**config.mk**
```make
export PLATFORM = sky130hd
export DESIGN_NAME = fp_axis_vec_gen
export DESIGN_NICKNAME = d
export VERILOG_FILES = /design/src/rtl/fp_gen_pkg.sv /design/src/rtl/fp_lfsr32.sv /design/src/rtl/fp_axis_vec_gen.sv
export SDC_FILE = /design/constraint.sdc
export NUM_CORES = 1
export LEC_CHECK = 0
export CORE_MARGIN = 8
export CORE_UTILIZATION = 25
export CTS_CLUSTER_DIAMETER = 40
export DETAILED_ROUTE_END_ITERATION = 7
export GPL_TIMING_DRIVEN = 0
export SLEW_MARGIN = 20
export SYNTH_ARGS = -nofsm -noshare
export SYNTH_HDL_FRONTEND = slang
export SYNTH_SLANG_ARGS = --single-unit
```
**constraint.sdc**
```tcl
create_clock -name ap_clk -period 3.9 [get_ports ap_clk]
set_input_delay 0.39 -clock ap_clk [delete_from_list [all_inputs] [get_ports ap_clk]]
set_output_delay 0.39 -clock ap_clk [all_outputs]
set_load 0.05 [all_outputs]
```
**src/rtl/fp_gen_pkg.sv**
```systemverilog
// Shared definitions for the fingerprint-vector stream generator.
//   state_t        : run-control FSM states
//   LFSR_POLY      : Galois feedback mask applied when the shifted-out bit is 1
//   LANE_SEED_K    : golden-ratio constant used to decorrelate lane seeds
//   beats_per_run(): bus beats needed to carry vec_total vectors
package fp_gen_pkg;

    typedef enum logic [1:0] {
        StIdle,
        StLoad,
        StRun,
        StFin
    } state_t;

    localparam logic [31:0] LFSR_POLY   = 32'h8020_0003;
    localparam logic [31:0] LANE_SEED_K = 32'h9E37_79B9;

    function automatic int unsigned beats_per_run(input int unsigned vec_total,
                                                  input int unsigned vec_bytes,
                                                  input int unsigned bus_bytes);
        return (vec_total * vec_bytes + bus_bytes - 1) / bus_bytes;
    endfunction

endpackage

```
**src/rtl/fp_lfsr32.sv**
```systemverilog
// One 32-bit Galois LFSR lane (right-shifting form).
//   i_clk   : clock
//   i_rstn  : synchronous active-low reset, clears the state to 0
//   i_load  : load i_seed into the state
//   i_seed  : seed value (caller guarantees non-zero)
//   i_en    : advance one step
//   o_next  : the state one step ahead of the current state
module fp_lfsr32
    import fp_gen_pkg::*;
(
    input  logic        i_clk,
    input  logic        i_rstn,
    input  logic        i_load,
    input  logic [31:0] i_seed,
    input  logic        i_en,
    output logic [31:0] o_next
);

    logic [31:0] r_state;
    logic [31:0] w_next;

    // Shift right; the bit falling out of bit 0 selects the feedback mask.
    always_comb begin
        w_next = {1'b0, r_state[31:1]} ^ (r_state[0] ? LFSR_POLY : 32'h0);
    end

    always_ff @(posedge i_clk) begin
        if (!i_rstn) begin
            r_state <= '0;
        end else if (i_load) begin
            r_state <= i_seed;
        end else if (i_en) begin
            r_state <= w_next;
        end
    end

    assign o_next = w_next;

endmodule

```
**src/rtl/fp_axis_vec_gen.sv**
```systemverilog
// AXI4-Stream fingerprint-vector source. On start, emits vec_total vectors of
// VECTOR_WIDTH_BYTES bytes packed back to back on a BUS_WIDTH bus, tlast on the final
// beat, padding bytes of the final beat driven 0. Data comes from LANE_NO LFSR lanes;
// a rotating valid_mask gates when new beats may be raised.
//   ap_clk, ap_rstn   : clock, synchronous active-low reset
//   start             : single-cycle run request (ignored unless idle)
//   vec_total, seed,
//   valid_mask        : run configuration, sampled on start
//   M_AXIS_*          : AXI4-Stream master
//   busy, done        : run in progress / one-cycle completion pulse
//   beat_cnt          : beats accepted in the current or last run
// Optional: define FP_GEN_TKEEP_EN to add M_AXIS_tkeep.
module fp_axis_vec_gen
    import fp_gen_pkg::*;
#(
    parameter int unsigned BUS_WIDTH          = 128,
    parameter int unsigned VECTOR_WIDTH_BYTES = 115,
    parameter int unsigned MAX_VEC_NO         = 1024,
    parameter int unsigned MASK_WIDTH         = 4
) (
    input  logic                              ap_clk,
    input  logic                              ap_rstn,
    input  logic                              start,
    input  logic [$clog2(MAX_VEC_NO+1)-1:0]   vec_total,
    input  logic [31:0]                       seed,
    input  logic [MASK_WIDTH-1:0]             valid_mask,
    output logic [BUS_WIDTH-1:0]              M_AXIS_tdata,
    output logic                              M_AXIS_tvalid,
    output logic                              M_AXIS_tlast,
`ifdef FP_GEN_TKEEP_EN
    output logic [BUS_WIDTH/8-1:0]            M_AXIS_tkeep,
`endif
    input  logic                              M_AXIS_tready,
    output logic                              busy,
    output logic                              done,
    output logic [31:0]                       beat_cnt
);

    localparam int unsigned LANE_NO   = BUS_WIDTH / 32;
    localparam int unsigned BUS_BYTES = BUS_WIDTH / 8;
    localparam int unsigned VT_W      = $clog2(MAX_VEC_NO + 1);
    localparam int unsigned BL_W      = $clog2(MAX_VEC_NO * VECTOR_WIDTH_BYTES + 1);
    localparam logic [BL_W-1:0] BB    = BL_W'(BUS_BYTES);

    state_t                r_state;
    state_t                w_state_d;
    logic [VT_W-1:0]       r_vec_total;
    logic [31:0]           r_seed;
    logic [MASK_WIDTH-1:0] r_mask;
    logic [BL_W-1:0]       r_bytes_left;
    logic                  r_tvalid;
    logic                  r_tlast;
    logic [BUS_WIDTH-1:0]  r_tdata;
    logic [31:0]           r_beat_cnt;
`ifdef FP_GEN_TKEEP_EN
    logic [BUS_BYTES-1:0]  r_tkeep;
`endif

    logic                  w_hs;
    logic                  w_raise;
    logic                  w_raise_last;
    logic                  w_load;
    logic [BL_W-1:0]       w_bytes_eff;
    logic [BUS_BYTES-1:0]  w_keep;
    logic [BUS_WIDTH-1:0]  w_lfsr_data;
    logic [BUS_WIDTH-1:0]  w_beat_masked;

    assign w_hs   = r_tvalid & M_AXIS_tready;
    assign w_load = (r_state == StLoad);

    // A new beat may follow a handshake in the same cycle, so byte accounting for
    // the new beat must see the post-handshake byte count.
    always_comb begin
        w_bytes_eff = r_bytes_left;
        if (w_hs) begin
            w_bytes_eff = (r_bytes_left > BB) ? (r_bytes_left - BB) : '0;
        end
        w_raise      = (r_state == StRun) && r_mask[0] &&
                       (!r_tvalid || (w_hs && !r_tlast));
        w_raise_last = (w_bytes_eff <= BB);
    end

    always_comb begin
        w_keep        = '0;
        w_beat_masked = '0;
        for (int j = 0; j < int'(BUS_BYTES); j++) begin
            w_keep[j] = !w_raise_last || (BL_W'(j) < w_bytes_eff);
            w_beat_masked[8*j +: 8] = w_keep[j] ? w_lfsr_data[8*j +: 8] : 8'h00;
        end
    end

    for (genvar i = 0; i < int'(LANE_NO); i++) begin : g_lane
        logic [31:0] w_seed_raw;
        logic [31:0] w_lane_seed;

        // An all-zero seed would lock the LFSR, so it is replaced by 1.
        assign w_seed_raw  = r_seed ^ (32'(i) * LANE_SEED_K);
        assign w_lane_seed = (w_seed_raw == 32'h0) ? 32'h1 : w_seed_raw;

        fp_lfsr32 u_lfsr (
            .i_clk  (ap_clk),
            .i_rstn (ap_rstn),
            .i_load (w_load),
            .i_seed (w_lane_seed),
            .i_en   (w_raise),
            .o_next (w_lfsr_data[32*i +: 32])
        );
    end

    always_comb begin
        w_state_d = r_state;
        unique case (r_state)
            StIdle: if (start) w_state_d = StLoad;
            StLoad: w_state_d = (r_vec_total == '0) ? StFin : StRun;
            StRun:  if (w_hs && r_tlast) w_state_d = StFin;
            StFin:  w_state_d = StIdle;
            default: w_state_d = StIdle;
        endcase
    end

    always_ff @(posedge ap_clk) begin
        if (!ap_rstn) begin
            r_state      <= StIdle;
            r_vec_total  <= '0;
            r_seed       <= '0;
            r_mask       <= '0;
            r_bytes_left <= '0;
            r_tvalid     <= 1'b0;
            r_tlast      <= 1'b0;
            r_tdata      <= '0;
            r_beat_cnt   <= '0;
        end else begin
            r_state <= w_state_d;

            if (r_state == StIdle && start) begin
                r_vec_total <= vec_total;
                r_seed      <= seed;
                r_mask      <= valid_mask;
                r_beat_cnt  <= '0;
            end

            if (r_state == StRun) begin
                r_mask <= {r_mask[0], r_mask[MASK_WIDTH-1:1]};
            end

            if (r_state == StLoad) begin
                r_bytes_left <= BL_W'(32'(r_vec_total) * 32'(VECTOR_WIDTH_BYTES));
            end else if (w_hs) begin
                r_bytes_left <= w_bytes_eff;
            end

            if (w_hs) begin
                r_beat_cnt <= r_beat_cnt + 32'd1;
            end

            if (w_raise) begin
                r_tvalid <= 1'b1;
                r_tdata  <= w_beat_masked;
                r_tlast  <= w_raise_last;
            end else if (w_hs) begin
                r_tvalid <= 1'b0;
                r_tlast  <= 1'b0;
            end
        end
    end

`ifdef FP_GEN_TKEEP_EN
    always_ff @(posedge ap_clk) begin
        if (!ap_rstn) begin
            r_tkeep <= '0;
        end else if (w_raise) begin
            r_tkeep <= w_keep;
        end
    end

    assign M_AXIS_tkeep = r_tkeep;
`endif

    assign M_AXIS_tdata  = r_tdata;
    assign M_AXIS_tvalid = r_tvalid;
    assign M_AXIS_tlast  = r_tlast;
    assign busy          = (r_state == StLoad) || (r_state == StRun);
    assign done          = (r_state == StFin);
    assign beat_cnt      = r_beat_cnt;

endmodule
```
==> run metrics, run 1 <==
top cells by area, synth=dfxtp_1, nand2_1, a22o_1; PD cells=between 600 and 700 nW/um2; reg2reg start=r_vec_total[0]; share of cells above drive strength 1=under 10%; M1 WL=26.9 mm; Setup Skew=around 40 ps; highest metal used=met5; Yosys Warn Count=0; count of different cell masters after synthesis=69; top_reg_cell synth=dfxtp_1; power consumption=14,700 uW; Antenna Cells=0; critical path required time=4370 ps; TNS Setup=-33.5 ps; MaxCap Viol Count=0; Bufs on Longest Clock Path=3; Antenna Nets Post-Route=0; Sw Share=between 30% and 40%; DP HPWL=48.7 mm; final wirelength=approximately 62 mm; CP Launch Point=r_vec_total[0]; FILL cells=between 6,000 and 7,000; die width=266 um; sequential share of power=34.9%; Post-Syn Instances=1,796; GPL Wtd Cong=about 0.94; first-pass GRT wire length=91.9 mm; Worst setup endpoint=r_bytes_left[13]; critical-path cell list=fa_1 > fa_1 > ha_4 > fa_1 > ha_4 > or2_4 > a21oi_2 > a21oi_2 > a211o_1 > o41ai_2 > xnor2_1 > a221oi_1; Setup-failing EPs final=2; top-area cell type share of the netlist area=45.7%; Initial DRT Pass Iterations=6; Place WS=-330 ps; Avg Cell Area, Syn=8.69 um2; clock sinks=356; Synth Register Bits=356; most used cell, CP=fa_1; clock-pin slew on the worst setup and hold paths=50 ps; highest cell delay on the worst timing path=560 ps; part of the Yosys area used for sequential elements=45.7%; grt ovf=0; fin crit period=3920 ps; CTS Buf Count=56; Seq. cell area=7150 um2; NetSw=~5600 uW; Ports=215; Die Span Y=266 um; detailed-routed wire length on met3=approximately 7.0 mm; Root Buffer=clkbuf_16; DR iter-0 viols=1,327; CP startpoint kind=register; Max VDD drop=0.000398 V; EDFF count, synth=0; met2 routed WL=26.7 mm; Max Fclk=0.255 GHz; r2r endpoint=r_bytes_left[13]; largest net degree at the start of global routing=16; Slew Limit Fails=0; kind of critical path=reg2reg; hold_buf cts=0; Core ar.=61,700 um2; cell internal pwr=9120 uW; row cnt=91; cell area after layout=between 20,000 and 25,000 um2; dpl cell area=18,800 um2; H-tree levels=2; starting density of the core=between 20% and 30%; combinational share of power=29.6%; area added between synthesis and finish=35.2%; initial antenna violation count=2; Tcrit/Tclk final=100%; DIE AREA=70,700 um2; Wirelength per Cell=21.1 um; slew margin rel.=14.7%; Clk Latency, worst-skew pair=610 ps; CP arrival=4390 ps; vias in the first global route=14,319; Layout Utilization=34.2%; syn_nets=1,924; status=finished, violations left; LEAKAGE=0.00777 uW; FFs w/ async S/R, synth=0%; Hold Path Depth=3; worst-path fanout max=2; Layout Nets=2,206; multi-input logic area=slightly above 8000 um2; RSZ-0062 raised after global routing=yes; Synth Cell Area=~16,000 um2; Slowest-stage cell, CP=fa_1; drt via density=slightly above 5; detailed-route via count=14,905; GRT Total Usage=16.9%; IO buf count=213; leading area contributor after synthesis=dfxtp_1; final hold vios=0; drt drc=0; setup slack, reg-to-reg=-20 ps; Reg2Reg Depth=12; Worst Setup End Kind=register; Slew @ Worst Pin=1270 ps; clock network power share=35.5%; failing checks=setup timing; setup slack after layout=-18.8 ps; Hold Path Class=in2reg; CTS tree=done
==> worst min path at each step <==
stage | startpoint | end | slack [ps]
6_report | seed[12] | g_lane[0].w_seed_raw[12] | 360
5_1_grt | vec_total[5] | r_vec_total[5] | 370
4_1_cts | seed[12] | g_lane[0].w_seed_raw[12] | 330
3_5_place_dp | M_AXIS_tdata[127] | M_AXIS_tdata[127] | 450
3_3_place_gp | M_AXIS_tdata[0] | M_AXIS_tdata[0] | 450
2_1_floorplan | g_lane[0].w_seed_raw[24] | g_lane[0].w_seed_raw[24] | 440
==> final cells by class <==
type,count,area share [%]
multi-input cells,1276,38.1
plain buffers,110,1.96
clock buffers,68,7.34
flip-flops and latches,356,33.9
well taps,837,4.96
clock inverters,35,2.21
inverters,54,0.973
repair buffers,224,10.5
==> placed cells by master, fill, tap and decap left out, types with 14 or more instances in the layout <==
cell type        Yosys  routed
nand2_1            414     414
dfxtp_1            356     349
clkdlybuf4s50_1      0     213
a22o_1             118     118
a21oi_1            112     108
a31oi_1            100     100
clkbuf_1            95      98
nor2_1              78      76
clkbuf_16            0      57
o21ai_0             51      50
ha_1                55      49
inv_1               53      48
nor3_1              34      32
nand3_1             32      32
and2_1              31      31
fa_1                22      22
nand4_1             21      21
xnor2_1             18      18
xor2_1              15      15
buf_1               14      14
==> repair_timing <==
| item | 4_1_cts | 5_1_grt |
|---|---|---|
| gates resized for setup | 32 | 14 |
| setup buffers | 6 | 5 |
| pin swaps | 17 | 19 |
| gates cloned | 0 | 0 |
| endpoints found under the setup margin | 6 | 7 |
==> synthesized netlist by cell type (all sizes together), types with 32 or more instances <==
library cell and number:
a31oi 102, nor3 35, nand3 32, a21oi 112, and2 32, ha 55, dfxtp 356, clkbuf 95
nand2 414, nor2 78, a22o 118, inv 54, o21ai 56
==> metrics by stage <==
| step | std cells | hold slack [ps] |
|---|---|---|
| finish | 2960 | 358 |
| global route | 2960 | 373 |
| CTS | 2955 | 330 |
| detailed placement | 2846 | 451 |
| global placement | 2846 | 448 |
| floorplan | 1796 | 444 |
==> worst max-delay path, delay by kind of cell (launching register included) <==
| kind | cells | cell delay, ps |
|---|---|---|
| XOR/XNOR | 1 | 150 |
| flip-flops | 1 | 340 |
| adder cells (fa/ha/maj) | 5 | 2040 |
| AND/OR/NAND/NOR | 1 | 220 |
| AO/OA/AOI/OAI | 5 | 1060 |
==> power groups by stage <==
| stage | clock network, uW | logic (uW) | registers [uW] |
|---|---|---|---|
| floorplan | 0 | 2790 | 4880 |
| global placement | 0 | 3990 | 5160 |
| detailed placement | 0 | 4060 | 5180 |
| CTS | 5290 | 4260 | 5110 |
| global route | 5480 | 4780 | 5200 |
| finish | 5240 | 4370 | 5140 |
==> state kept, by name (all words and copies together), names as in the netlist, 2 cells and up <==
signal / cells
r_vec_total: 11
r_state: 2
r_bytes_left: 17
M_AXIS_tdata: 128
beat_cnt: 32
r_mask: 4
g_lane.w_seed_raw: 32
g_lane.u_lfsr.r_state: 128
==> routing by layer <==
layer,GRT usage [%],vias to the layer above
li1,-,6938
met3,5.66,120
met2,25.5,729
met1,22.5,7114
met4,5.28,4
met5,0,-
==> logic make-up (layout without fill, tap and decap cells) <==
family	after synthesis	after routing	synth area share, %
AOI/OAI and AO/OA	467	467	20.4
xor gates and xnor gates	33	33	1.85
adders and majority gates	77	77	7.23
buffers and inverters	164	491	3.95
DFF	356	356	45.7
muxes	22	22	1.48
and+or+nand+nor	677	677	19.4
(Power assumes the default switching activity.)
==> run 2: changes to the inputs <==
Settings changed: ABC_CLOCK_PERIOD_IN_PS from default to 3900, CORE_MARGIN 8 to default, CTS_CLUSTER_DIAMETER 40 to 50.
==> run metrics, run 2 (synthesis gave the netlist of run 1 again) <==
status=finished, violations left; failing checks=setup timing; IO buf count=213 (unchanged); kind of critical path=reg2reg; Fin Hold WS=357 ps (-0.821 ps); setup slack after layout=-19.9 ps (-1.15 ps); share of cells above drive strength 1=7.46% (-0.69 points); commonest non-fill, non-tap cell in the layout=nand2_1; highest cell delay on the worst timing path=570 ps (about the same); Worst Min Path Start=vec_total[0]; Hold Path Depth=3 (unchanged); Bufs on Longest Clock Path=3 (unchanged); cell family with most CP delay=adder cells; Clk Latency, worst-skew pair=590 ps (-20 ps); Max Fclk=0.255 GHz (about the same); Root Buffer=clkbuf_16; die width=252 um (-5.3%); PD cells=670 nW/um2 (-4.2%); most used cell, CP=fa_1; GRT Total Usage=18.7% (+1.8 points); CTS tree=done; worst-path fanout max=4 (+2); Max VDD drop=0.000353 V (-11%); Worst Setup End Kind=register; vias in the first global route=14,225 (-0.66%); Slew Limit Fails=0 (unchanged); Slew @ Worst Pin=1180 ps (-84.7 ps); power consumption=13,900 uW (-5.9%); combinational share of power=31.9% (+2.3 points); MaxCap Viol Count=0 (unchanged); Ports=215 (unchanged); LEAKAGE=0.00761 uW (-2.1%); clock network power share=31.2% (-4.3 points); final hold vios=0 (unchanged); CP Launch Point=r_vec_total[1]; area added between synthesis and finish=32.8%; DP HPWL=47.1 mm (-3.2%); most frequent cells in the layout=nand2_1, dfxtp_1, clkdlybuf4s50_1, a22o_1, a21oi_1; fin crit period=3920 ps (+1.15 ps); CP startpoint kind=register; critical path required time=4380 ps (about the same); Core ar.=61,700 um2 (unchanged); starting density of the core=25.3% (unchanged); drt drc=0 (unchanged); critical-path cell list=fa_1 > fa_1 > ha_1 > fa_1 > ha_4 > or2_4 > a21oi_2 > a21oi_2 > a211o_1 > o41ai_4 > xnor2_2 > a221oi_2; FILL cells=6,437 (+1.4%); DIE AREA=63,400 um2 (-10%); Die Span Y=252 um (-5.3%); Seq. cell area=7150 um2 (unchanged); DR iter-0 viols=1,122 (-15%); GPL Wtd Cong=0.953 (+1.8%); Layout Nets=2,200 (-0.27%); Initial DRT Pass Iterations=5 (-1); clock sinks=356 (unchanged); setup slack, reg-to-reg=-20 ps (about the same); Wirelength per Cell=20.7 um (-1.8%); initial antenna violation count=1 (-1); detailed-route via count=15,025 (+0.81%); reg2reg start=r_vec_total[1]; drt via density=5.11 (+1.4%); largest net degree at the start of global routing=15 (-1); RSZ-0062 raised after global routing=yes; placed insts=2,846 (unchanged); H-tree levels=2 (unchanged); clock-pin slew on the worst setup and hold paths=50 ps (about the same); Sw Share=38.5% (+0.37 points); Setup Skew=22.5 ps (-17.4 ps); final wirelength=60.9 mm (-2.4%); CTS Buf Count=44 (-21%); CP arrival=4400 ps (about the same); Post-Layout Cell Count=2,943 (-0.57%); row cnt=91 (unchanged); CP Buf/Inv Count=0 (unchanged); grt ovf=0 (unchanged); cell internal pwr=8530 uW (-6.4%); first-pass GRT wire length=89.6 mm (-2.5%); Tcrit/Tclk final=101% (about the same); NetSw=5350 uW (-5.0%); multi-input logic area=8070 um2 (+0.39%); Worst path depth=12 (unchanged); Layout Utilization=33.6% (-0.60 points); Hold Path Class=in2reg; Setup-failing EPs final=1 (-1); Reg2Reg Depth=12 (unchanged); slew margin rel.=20.4% (+5.7 points); Slowest-stage cell, CP=fa_1; sequential share of power=36.8% (+1.9 points); Antenna Nets Post-Route=0 (unchanged)
[run 2: cell types whose count changed in the layout (fill, tap and decap cells not counted), sizes merged]
cell,previous run,this run
clkinv,13,4
buf,26,32
clkbuf,163,156
bufinv,6,5
diode,0,2
inv,64,60
clkinvlp,6,2
[run 2: path summary, 6_finish.rpt]
check / end
worst min-delay path: r_vec_total[0]
worst max register to register: r_bytes_left[13]
worst max-delay path: r_bytes_left[13]
worst min register to register: M_AXIS_tdata[3]
[run 2: power groups by stage]
| stage | sequential (uW) | combinational (uW) | clock [uW] |
|---|---|---|---|
| 6_report | 5110 | 4430 | 4340 |
| 3_5_place_dp | 5160 | 4070 | 0 |
| 3_3_place_gp | 5150 | 3990 | 0 |
| 4_1_cts | 5080 | 4280 | 4400 |
| 2_1_floorplan | 4880 | 2790 | 0 |
| 5_1_grt | 5170 | 4860 | 4550 |
[run 2: tightest hold or removal path: stages]
cell             delay [ps]
clkdlybuf4s50_1         400
nand2_1                  60
a21oi_1                  50
[run 2: per-stage QoR]
stage	setup TNS, ps	worst slack (ps)	cell area, um2
floorplan	0	37.3	15600
global placement	-1320	-325	18800
detailed placement	-1440	-414	18800
CTS	-178	-178	20500
global route	-397	-132	20700
finish	-19.9	-19.9	20700
[run 2: area by class of cell]
type	instances	share of cell area, %
sequential	356	34.5
timing repair buffer	230	10.9
clock buffer	61	6.21
buffer	110	2.00
tap	837	5.05
multi-input combinational	1276	39.0
inverter	54	0.990
antenna	2	0.0242
clock inverter	17	1.30
[run 2: per-layer routing]
metal	routed length (um)	track usage (%)	vias to the layer above
met5	14	0	-
met4	2070	6.87	2
met3	5690	4.37	128
met2	25900	28.2	705
met1	27200	25.6	7266
li1	-	-	6924
[run 2: what timing repair did]
item	CTS	global route
pin swaps	17	22
endpoints found under the setup margin	7	61
gates resized for setup	31	24
hold buffers	0	0
buffers inserted	9	8
